--- config.mk ---
export PLATFORM = sky130hd
export DESIGN_NAME = demux1x8_deser
export DESIGN_NICKNAME = d
export VERILOG_FILES = /design/src/rtl/demux1x8_deser.sv
export SDC_FILE = /design/constraint.sdc
export NUM_CORES = 1
export LEC_CHECK = 0
export BUFFER_PORTS_ARGS = -buffer_cell sky130_fd_sc_hd__clkbuf_2
export CAP_MARGIN = 10
export CORE_UTILIZATION = 53
export CTS_CLUSTER_DIAMETER = 50
export DETAILED_ROUTE_END_ITERATION = 12
export GPL_TIMING_DRIVEN = 0
export PLACE_DENSITY_LB_ADDON = 0.12
export SLEW_MARGIN = 20
export SYNTH_ARGS = -nofsm -noshare
export SYNTH_HDL_FRONTEND = slang
export SYNTH_SLANG_ARGS = --single-unit
export TNS_END_PERCENT = 30
--- constraint.sdc ---
create_clock -name clk -period 2 [get_ports clk]
set_clock_uncertainty 0.05 [all_clocks]
set_input_delay 0.4 -clock clk [delete_from_list [all_inputs] [get_ports clk]]
set_output_delay 0.4 -clock clk [all_outputs]
set_load 0.05 [all_outputs]
--- src/rtl/demux1x8_deser.sv ---
// demux1x8_deser: serial-to-parallel demultiplexer.
// Each accepted serial bit is steered into one slot of an assembly register,
// chosen by a running select counter; completed words are published on a
// valid/ready output port.
// Optional feature macro: DEMUX_MSB_FIRST_EN (reverse bit order, first bit
// lands in slot WIDTH-1). Default build is LSB-first.

module demux1x8_deser #(
    parameter int WIDTH = 8,
    parameter int IDX_W = 3
) (
    input  logic             clk,
    input  logic             rst_n,
    input  logic             clr,
    input  logic             in_bit,
    input  logic             in_valid,
    output logic             in_ready,
    output logic [IDX_W-1:0] bit_idx,
    output logic [WIDTH-1:0] out_data,
    output logic             out_valid,
    input  logic             out_ready
);

    localparam logic [IDX_W-1:0] LAST_IDX = IDX_W'(WIDTH - 1);

    logic [WIDTH-1:0] assembly;
    logic [WIDTH-1:0] word_next;
    logic [IDX_W-1:0] slot;
    logic             last_slot;
    logic             accept;
    logic             complete;
    logic             taken;

    // The word-completing bit is the only one that must wait for the
    // output register to free up; earlier bits keep filling during a stall.
    assign last_slot = (bit_idx == LAST_IDX);
    assign in_ready  = !(out_valid && !out_ready && last_slot);
    assign accept    = in_valid && in_ready;
    assign complete  = accept && last_slot;
    assign taken     = out_valid && out_ready;

`ifdef DEMUX_MSB_FIRST_EN
    // MSB-first: counter still runs 0..WIDTH-1, physical slot is mirrored.
    assign slot = LAST_IDX - bit_idx;
`else
    // LSB-first: counter value is the physical slot.
    assign slot = bit_idx;
`endif

    // Word as it will look once the current bit is merged in; used to
    // publish the completed word without waiting a cycle for assembly.
    always_comb begin
        word_next       = assembly;
        word_next[slot] = in_bit;
    end

    // Select counter: advances on every accepted bit, wraps naturally
    // because WIDTH is a power of two; clr restarts the word.
    always_ff @(posedge clk or negedge rst_n) begin
        if (!rst_n) begin
            bit_idx <= '0;
        end else if (clr) begin
            bit_idx <= '0;
        end else if (accept) begin
            bit_idx <= bit_idx + 1'b1;
        end
    end

    // Assembly register: only the selected slot is written, others hold.
    always_ff @(posedge clk or negedge rst_n) begin
        if (!rst_n) begin
            assembly <= '0;
        end else if (clr) begin
            assembly <= '0;
        end else if (accept) begin
            assembly[slot] <= in_bit;
        end
    end

    // Output register: a completing word always wins over a handshake on
    // the same edge, so valid stays high and data refreshes back-to-back.
    // clr drops the pending word but leaves the last data visible.
    always_ff @(posedge clk or negedge rst_n) begin
        if (!rst_n) begin
            out_valid <= 1'b0;
            out_data  <= '0;
        end else if (clr) begin
            out_valid <= 1'b0;
        end else if (complete) begin
            out_valid <= 1'b1;
            out_data  <= word_next;
        end else if (taken) begin
            out_valid <= 1'b0;
        end
    end

endmodule

==> results of run 1 <==
## repair_timing
action,4_1_cts,5_1_grt
setup endpoints to repair,0,1
hold buffers,1,0
endpoints found under the hold margin,1,0
resized for setup,0,1
## flip-flops by register name, summed over array words and instances (netlist names)
signal and count:
assembly 8, out_valid 1, bit_idx 3, out_data 8
## where the power goes
group          internal, W  leakage [nW]  switching (W)
sequential        0.000412         0.267     0.00000689
combinational    0.0000432         0.376      0.0000560
clock             0.000111        0.0210       0.000115
total             0.000566         0.665       0.000178
## final timing paths
path	from	endpoint	slack [ns]	depth (start not counted)
setup / recovery	bit_idx[1]	in_ready	0.07	4
hold / removal	clr	out_valid	0.26	2
setup reg to reg	bit_idx[1]	assembly[0]	0.40	6
hold reg to reg	assembly[0]	assembly[0]	0.47	1
max in group asynchronous	rst_n	bit_idx[0]	1.02	2
min in group asynchronous	rst_n	out_valid	0.53	2
## cell type report
type | count | share of cell area [%]
clock buffer | 4 | 2.912
buffer | 6 | 4.618
inverter | 1 | 0.3012
sequential | 20 | 40.46
multi-input combinational | 45 | 41.16
timing repair buffer | 19 | 8.032
tap | 25 | 2.510
## per-layer routing
metal  vias to the layer above  wire length (µm)  global-route usage, %
met1                       315               876                  25.62
met3                         2                45                  3.529
met2                        11               737                  25.00
met4                         0                14                  7.059
li1                        311                 -                      -
met5                         -                 0                      0
## cell usage after synthesis (all sizes together), types with 2 or more instances
| cell type | instances |
|---|---|
| a22o | 9 |
| mux2 | 15 |
| buf | 6 |
| nor3b | 3 |
| dfrtp | 20 |
| nand3b | 4 |
| mux2i | 2 |
| ha | 2 |
## kinds of logic (layout without fill, tap and decap cells)
group | after synthesis | count (layout) | synth area share [%]
AO/OA/AOI/OAI | 12 | 12 | 9.712
adder cells (fa/ha/maj) | 2 | 2 | 2.398
buffers and inverters | 7 | 30 | 5.276
flip-flops | 20 | 20 | 47.96
multiplexers | 17 | 17 | 22.06
AND/OR/NAND/NOR | 14 | 14 | 12.59
## placed cells by master (no fill, tap or decap)
cell type,count
dfrtp_1,17
clkbuf_2,17
mux2_4,11
a22o_1,8
buf_6,4
mux2_2,4
nor3b_2,3
dfrtp_2,3
clkbuf_4,3
nand3b_1,2
nand3b_4,2
buf_2,2
mux2i_1,2
ha_4,2
nand2b_1,1
nor2b_1,1
and3_1,1
buf_4,1
nand3_1,1
and2_1,1
a21oi_1,1
o21bai_1,1
nor3_1,1
nand2_1,1
o2bb2ai_1,1
a22o_2,1
inv_1,1
clkbuf_8,1
dlygate4sd3_1,1
## critical path, cell delays in order (launching register included)
cell	delay [ns]
dfrtp_2	0.45
ha_4	0.17
ha_4	0.15
nand3b_1	0.13
buf_2	0.29
## stage by stage
stage	instance area [µm²]	hold slack [ns]	cells	total power, W
after detailed placement	1200	0.3314	115	0.0005248
final	1246	0.2574	120	0.0007439
after global routing	1246	0.2417	120	0.0007807
after global placement	1200	0.3336	115	0.0005236
after CTS	1246	0.2445	120	0.0007550
after floorplan	1079	0.05441	72	0.0004969
==> impl_metrics.py, run 1 <==
metrics = {
    "outcome": {
        "status": "complete, no violations",
    },
    "placement": {
        "place.gp.congestion": 0.7569,
        "port-buffer-count": 18,
        "dp_slack_ns": 0.3833,
        "post-dp-hpwl_um": 1195,
    },
    "layout": {
        "fillers": 135,
        "final_nets": 104,
        "antennaDiodeCount": 0,
        "multi_input_comb_area_um2": 513.0,
        "finish.utilization_pct": 69.89,
        "drive_above_1_share_pct": 56.84,
        "seq_area_um2": 504.2,
        "syn_to_final_growth_pct": 19.42,
    },
    "critical_path": {
        "endpoint_kind": "output pin",
        "crit_path_max_fanout": 4,
        "crit_required_ns": 1.55,
        "arrival_ns": 1.48,
        "crit_type": "reg -> out",
        "cp-start-kind": "register",
    },
    "sta": {
        "fin_ws_ns": 0.07342,
        "rsz0062_at_grt": "no",
        "tightest_slew_ns": 0.4716,
        "fin_crit_sh_pct": 96.33,
        "max_freq_mhz": 519.1,
        "slew_violations": 0,
        "hold_violations": 0,
        "max-slew-margin-rel_pct": 68.56,
        "finalCriticalPeriod_ns": 1.927,
        "setup_violations": 0,
        "finalSetupTns_ns": 0,
    },
    "logic_synthesis": {
        "synth_fp_nets": 80,
        "synth_largest_area_cell": "dfrtp_1",
        "yosysWarningCount": 0,
        "synth-main-ff-cell": "dfrtp_1",
        "yosysUniqueCellTypes": 24,
        "synth_area_um2": 1044,
        "synthArstFlopShare_pct": 100.0,
        "syn_avg_cell_area_um2": 14.49,
        "ys_ff_latch": 20,
        "synth_top_area_share_pct": 47.96,
        "synth_seq_area_share_pct": 47.96,
        "synth_area_leaders": "dfrtp_1, mux2_4, a22o_1, mux2_2, nand3b_4",
        "postSynthCellCount": 72,
        "synth_edf_count": 0,
    },
    "pwr": {
        "p_per_area_nw_per_um2": 596.9,
        "p_leak_nw": 0.6647,
        "ir_drop_mv": 0.4556,
    },
    "detailed_routing": {
        "wl_um": 1673,
        "postRouteAntennaNets": 0,
        "dr.pass1.iters": 3,
        "viasPerCell": 5.325,
        "dr.first_iter.drc_count": 5,
        "via_count": 639,
        "wl_per_cell_um": 13.94,
        "drc": 0,
    },
    "floorplan": {
        "initial_core_util_pct": 58.53,
        "num_io_pins": 19,
        "die_w_um": 46.37,
        "die_h_um": 46.37,
        "die_area_um2": 2150,
        "core_area_um2": 1783,
        "num_rows": 15,
    },
    "clock_tree": {
        "cts_made_buffers": 3,
        "clock_latency_ns": 0.29,
        "post_cts.repair.setup_buffers": 0,
        "cts_buffer_depth": 2,
        "clockRootBuffer": "clkbuf_4",
        "clock-sinks": 20,
        "clk_pin_slew_ns": 0.11,
        "h-tree-depth": 1,
        "cts_tree": "yes",
    },
    "grt": {
        "grt_max_degree": 21,
        "grt_first_pass_wirelength_um": 2594,
        "first_global_vias": 554,
        "overflow": 0,
        "antenna_found_initial": 0,
        "grt_usage_pct": 17.54,
    },
    "min_path": {
        "hold_path_class": "in -> reg",
    },
    "run": {
        "cap_violations": 0,
    },
}
Power figures use the tool's default switching activity.
==> inputs of run 2 (changes only) <==
--- a/config.mk
+++ b/config.mk
@@ -5,6 +5,7 @@
 export SDC_FILE = /design/constraint.sdc
 export NUM_CORES = 1
 export LEC_CHECK = 0
+export ABC_AREA = 1
 export BUFFER_PORTS_ARGS = -buffer_cell sky130_fd_sc_hd__clkbuf_2
 export CAP_MARGIN = 10
 export CORE_UTILIZATION = 53
==> impl_metrics.py, run 2 <==
metrics = {
    "critical_path": {
        "critPathSlowestCell": "dfrtp_1",
        "crit_type": "reg -> out",
        "cp-start-kind": "register",
        "crit_cells": 4,
        "ff2ff_setup_slack_ns": 0.43,
        "timing.rr.end": "assembly[7]",
        "slowest_delay_ns": 0.44,
        "crit_chain": "ha_1 -> ha_1 -> nand3_2 -> buf_6",
        "arrival_ns": 1.48,
        "crit_path_max_fanout": 3,
        "endpoint_kind": "output pin",
        "ff2ff_path_depth": 8,
        "critPathTopFamily": "adder cells",
        "cp.buffers_inverters": 1,
        "crit_required_ns": 1.55,
        "critPathMostFrequentCell": "ha_1",
        "rr_startpoint": "bit_idx[0]",
    },
    "detailed_routing": {
        "wl_per_cell_um": 12.11,
        "dr.first_iter.drc_count": 31,
        "via_count": 935,
        "drc": 0,
        "dr.pass1.iters": 5,
        "postRouteAntennaNets": 0,
        "wl_um": 2167,
        "viasPerCell": 5.223,
    },
    "clock_tree": {
        "h-tree-depth": 1,
        "clk_pin_slew_ns": 0.12,
        "clock_latency_ns": 0.31,
        "cts_tree": "yes",
        "clockRootBuffer": "clkbuf_4",
        "cts_made_buffers": 3,
        "clock-sinks": 20,
        "cts_buffer_depth": 2,
    },
    "layout": {
        "final_nets": 163,
        "drive_above_1_share_pct": 22.73,
        "finish.utilization_pct": 67.86,
        "seq_area_um2": 500.5,
        "antennaDiodeCount": 0,
        "fillers": 151,
        "syn_to_final_growth_pct": 16.23,
        "instances_no_fill": 179,
        "final_cell_mix": "nand2_1, nand3_1, dfrtp_1, clkbuf_2, nand4_1",
        "reg_top3": "assembly (8), out_data (8), bit_idx (3)",
        "final_common_cell": "nand2_1",
        "multi_input_comb_area_um2": 464.2,
    },
    "sta": {
        "max_freq_mhz": 518.4,
        "finalSetupTns_ns": 0,
        "hold_violations": 0,
        "setup_violations": 0,
        "slew_violations": 0,
        "tightest_slew_ns": 0.4925,
        "finalCriticalPeriod_ns": 1.929,
        "fin_crit_sh_pct": 96.45,
        "rsz0062_at_grt": "no",
        "max-slew-margin-rel_pct": 67.17,
    },
    "min_path": {
        "hold_path_class": "in -> reg",
        "hold_end": "out_valid",
        "min_from": "clr",
        "worstHoldPathCells": 2,
    },
    "logic_synthesis": {
        "synth_fp_nets": 140,
        "syn_avg_cell_area_um2": 7.886,
        "synth_top_area_share_pct": 48.08,
        "synth_largest_area_cell": "dfrtp_1",
        "synth_common_cells": "nand2_1, dfrtp_1, nand3_1",
        "synth-main-ff-cell": "dfrtp_1",
        "synthArstFlopShare_pct": 100.0,
        "synth_area_leaders": "dfrtp_1, nand2_1, nand3_1, nand4_1, buf_4",
        "ys_ff_latch": 20,
        "yosysUniqueCellTypes": 17,
        "synth_area_um2": 1041,
        "synth_seq_area_share_pct": 48.08,
        "synth_edf_count": 0,
        "yosysMostFrequentCell": "nand2_1",
        "yosysWarningCount": 0,
        "postSynthCellCount": 132,
    },
    "grt": {
        "overflow": 0,
        "grt_usage_pct": 22.71,
        "first_global_vias": 826,
        "grt_first_pass_wirelength_um": 3429,
        "grt_max_degree": 21,
        "antenna_found_initial": 0,
    },
    "floorplan": {
        "die_area_um2": 2146,
        "num_io_pins": 19,
        "die_h_um": 46.32,
        "num_rows": 15,
        "core_area_um2": 1783,
        "initial_core_util_pct": 58.39,
        "die_w_um": 46.32,
    },
    "pwr": {
        "p_per_area_nw_per_um2": 623.0,
        "p_leak_nw": 0.7076,
        "ir_drop_mv": 0.4192,
    },
    "placement": {
        "post-dp-hpwl_um": 1515,
        "placed_cells": 174,
        "port-buffer-count": 17,
        "place.gp.congestion": 0.8205,
    },
    "outcome": {
        "status": "complete, no violations",
    },
    "run": {
        "cap_violations": 0,
    },
}
-- run 2: cell types whose count changed after synthesis, moves of 4 or more --
cell     before  now
mux2_4       11    0
mux2_2        4    0
nand2_1       1   64
a22o_1        8    0
nand4_1       0    6
nand3_1       1   20
-- run 2: layout make-up --
class / count / area share, %
plain buffers: 7 / 4.757
clock buffers: 4 / 2.999
inverters: 5 / 1.551
multi-input cells: 100 / 38.37
flip-flops and latches: 20 / 41.37
well taps: 25 / 2.585
repair buffers: 18 / 8.376
-- run 2: logic make-up (layout without fill, tap and decap cells) --
family	count (synthesis)	in the layout	share of synthesized area, %
DFF	20	20	48.08
AOI/OAI and AO/OA	1	1	0.4803
and+or+nand+nor	97	97	41.71
adders and majority gates	2	2	2.403
buffers and inverters	12	34	7.330
-- run 2: what timing repair did --
item,in CTS,in global routing
endpoints found under the hold margin,20,0
buffers inserted,0,0
hold buffers,1,0
gates resized for setup,1,2
setup endpoints to repair,1,1
-- run 2: per-stage QoR --
stage	worst slack (ns)	power [W]	instance area, µm²	hold WS, ns
finish	0.07099	0.0007538	1210	0.3050
floorplan	0.02583	0.0004889	1041	0.05441
global placement	0.3565	0.0005166	1157	0.3308
CTS	0.006521	0.0007591	1206	0.3062
detailed placement	0.3246	0.0005191	1157	0.3382
global route	0.02201	0.0007808	1210	0.3311
-- run 2: worst register-to-register path, delay by kind of cell, from the launching register on --
kind          cells  cell delay [ns]
simple gates      5             0.40
flops             1             0.44
buf+inv           1             0.16
fa+ha+maj         2             0.45
-- run 2: report_power, final --
part,internal (W),total [W],switching [W]
combinational,0.0000291,0.0000966,0.0000676
sequential,0.000411,0.000416,0.00000560
clock,0.000111,0.000241,0.000129
-- run 2: per-layer routing --
metal	track usage (%)	vias up	wire (µm)
met4	10.59	0	44
met5	0	-	0
li1	-	468	-
met2	37.22	32	1060
met1	28.47	430	956
met3	4.314	5	105
-- run 2: how the worst max path moves through the flow --
stage / from / to / slack [ns]
2_1_floorplan: bit_idx[1] / assembly[4] / 0.03
6_report: bit_idx[0] / in_ready / 0.07
3_3_place_gp: bit_idx[0] / in_ready / 0.36
5_1_grt: bit_idx[0] / in_ready / 0.02
3_5_place_dp: bit_idx[0] / in_ready / 0.32
4_1_cts: bit_idx[0] / in_ready / 0.007
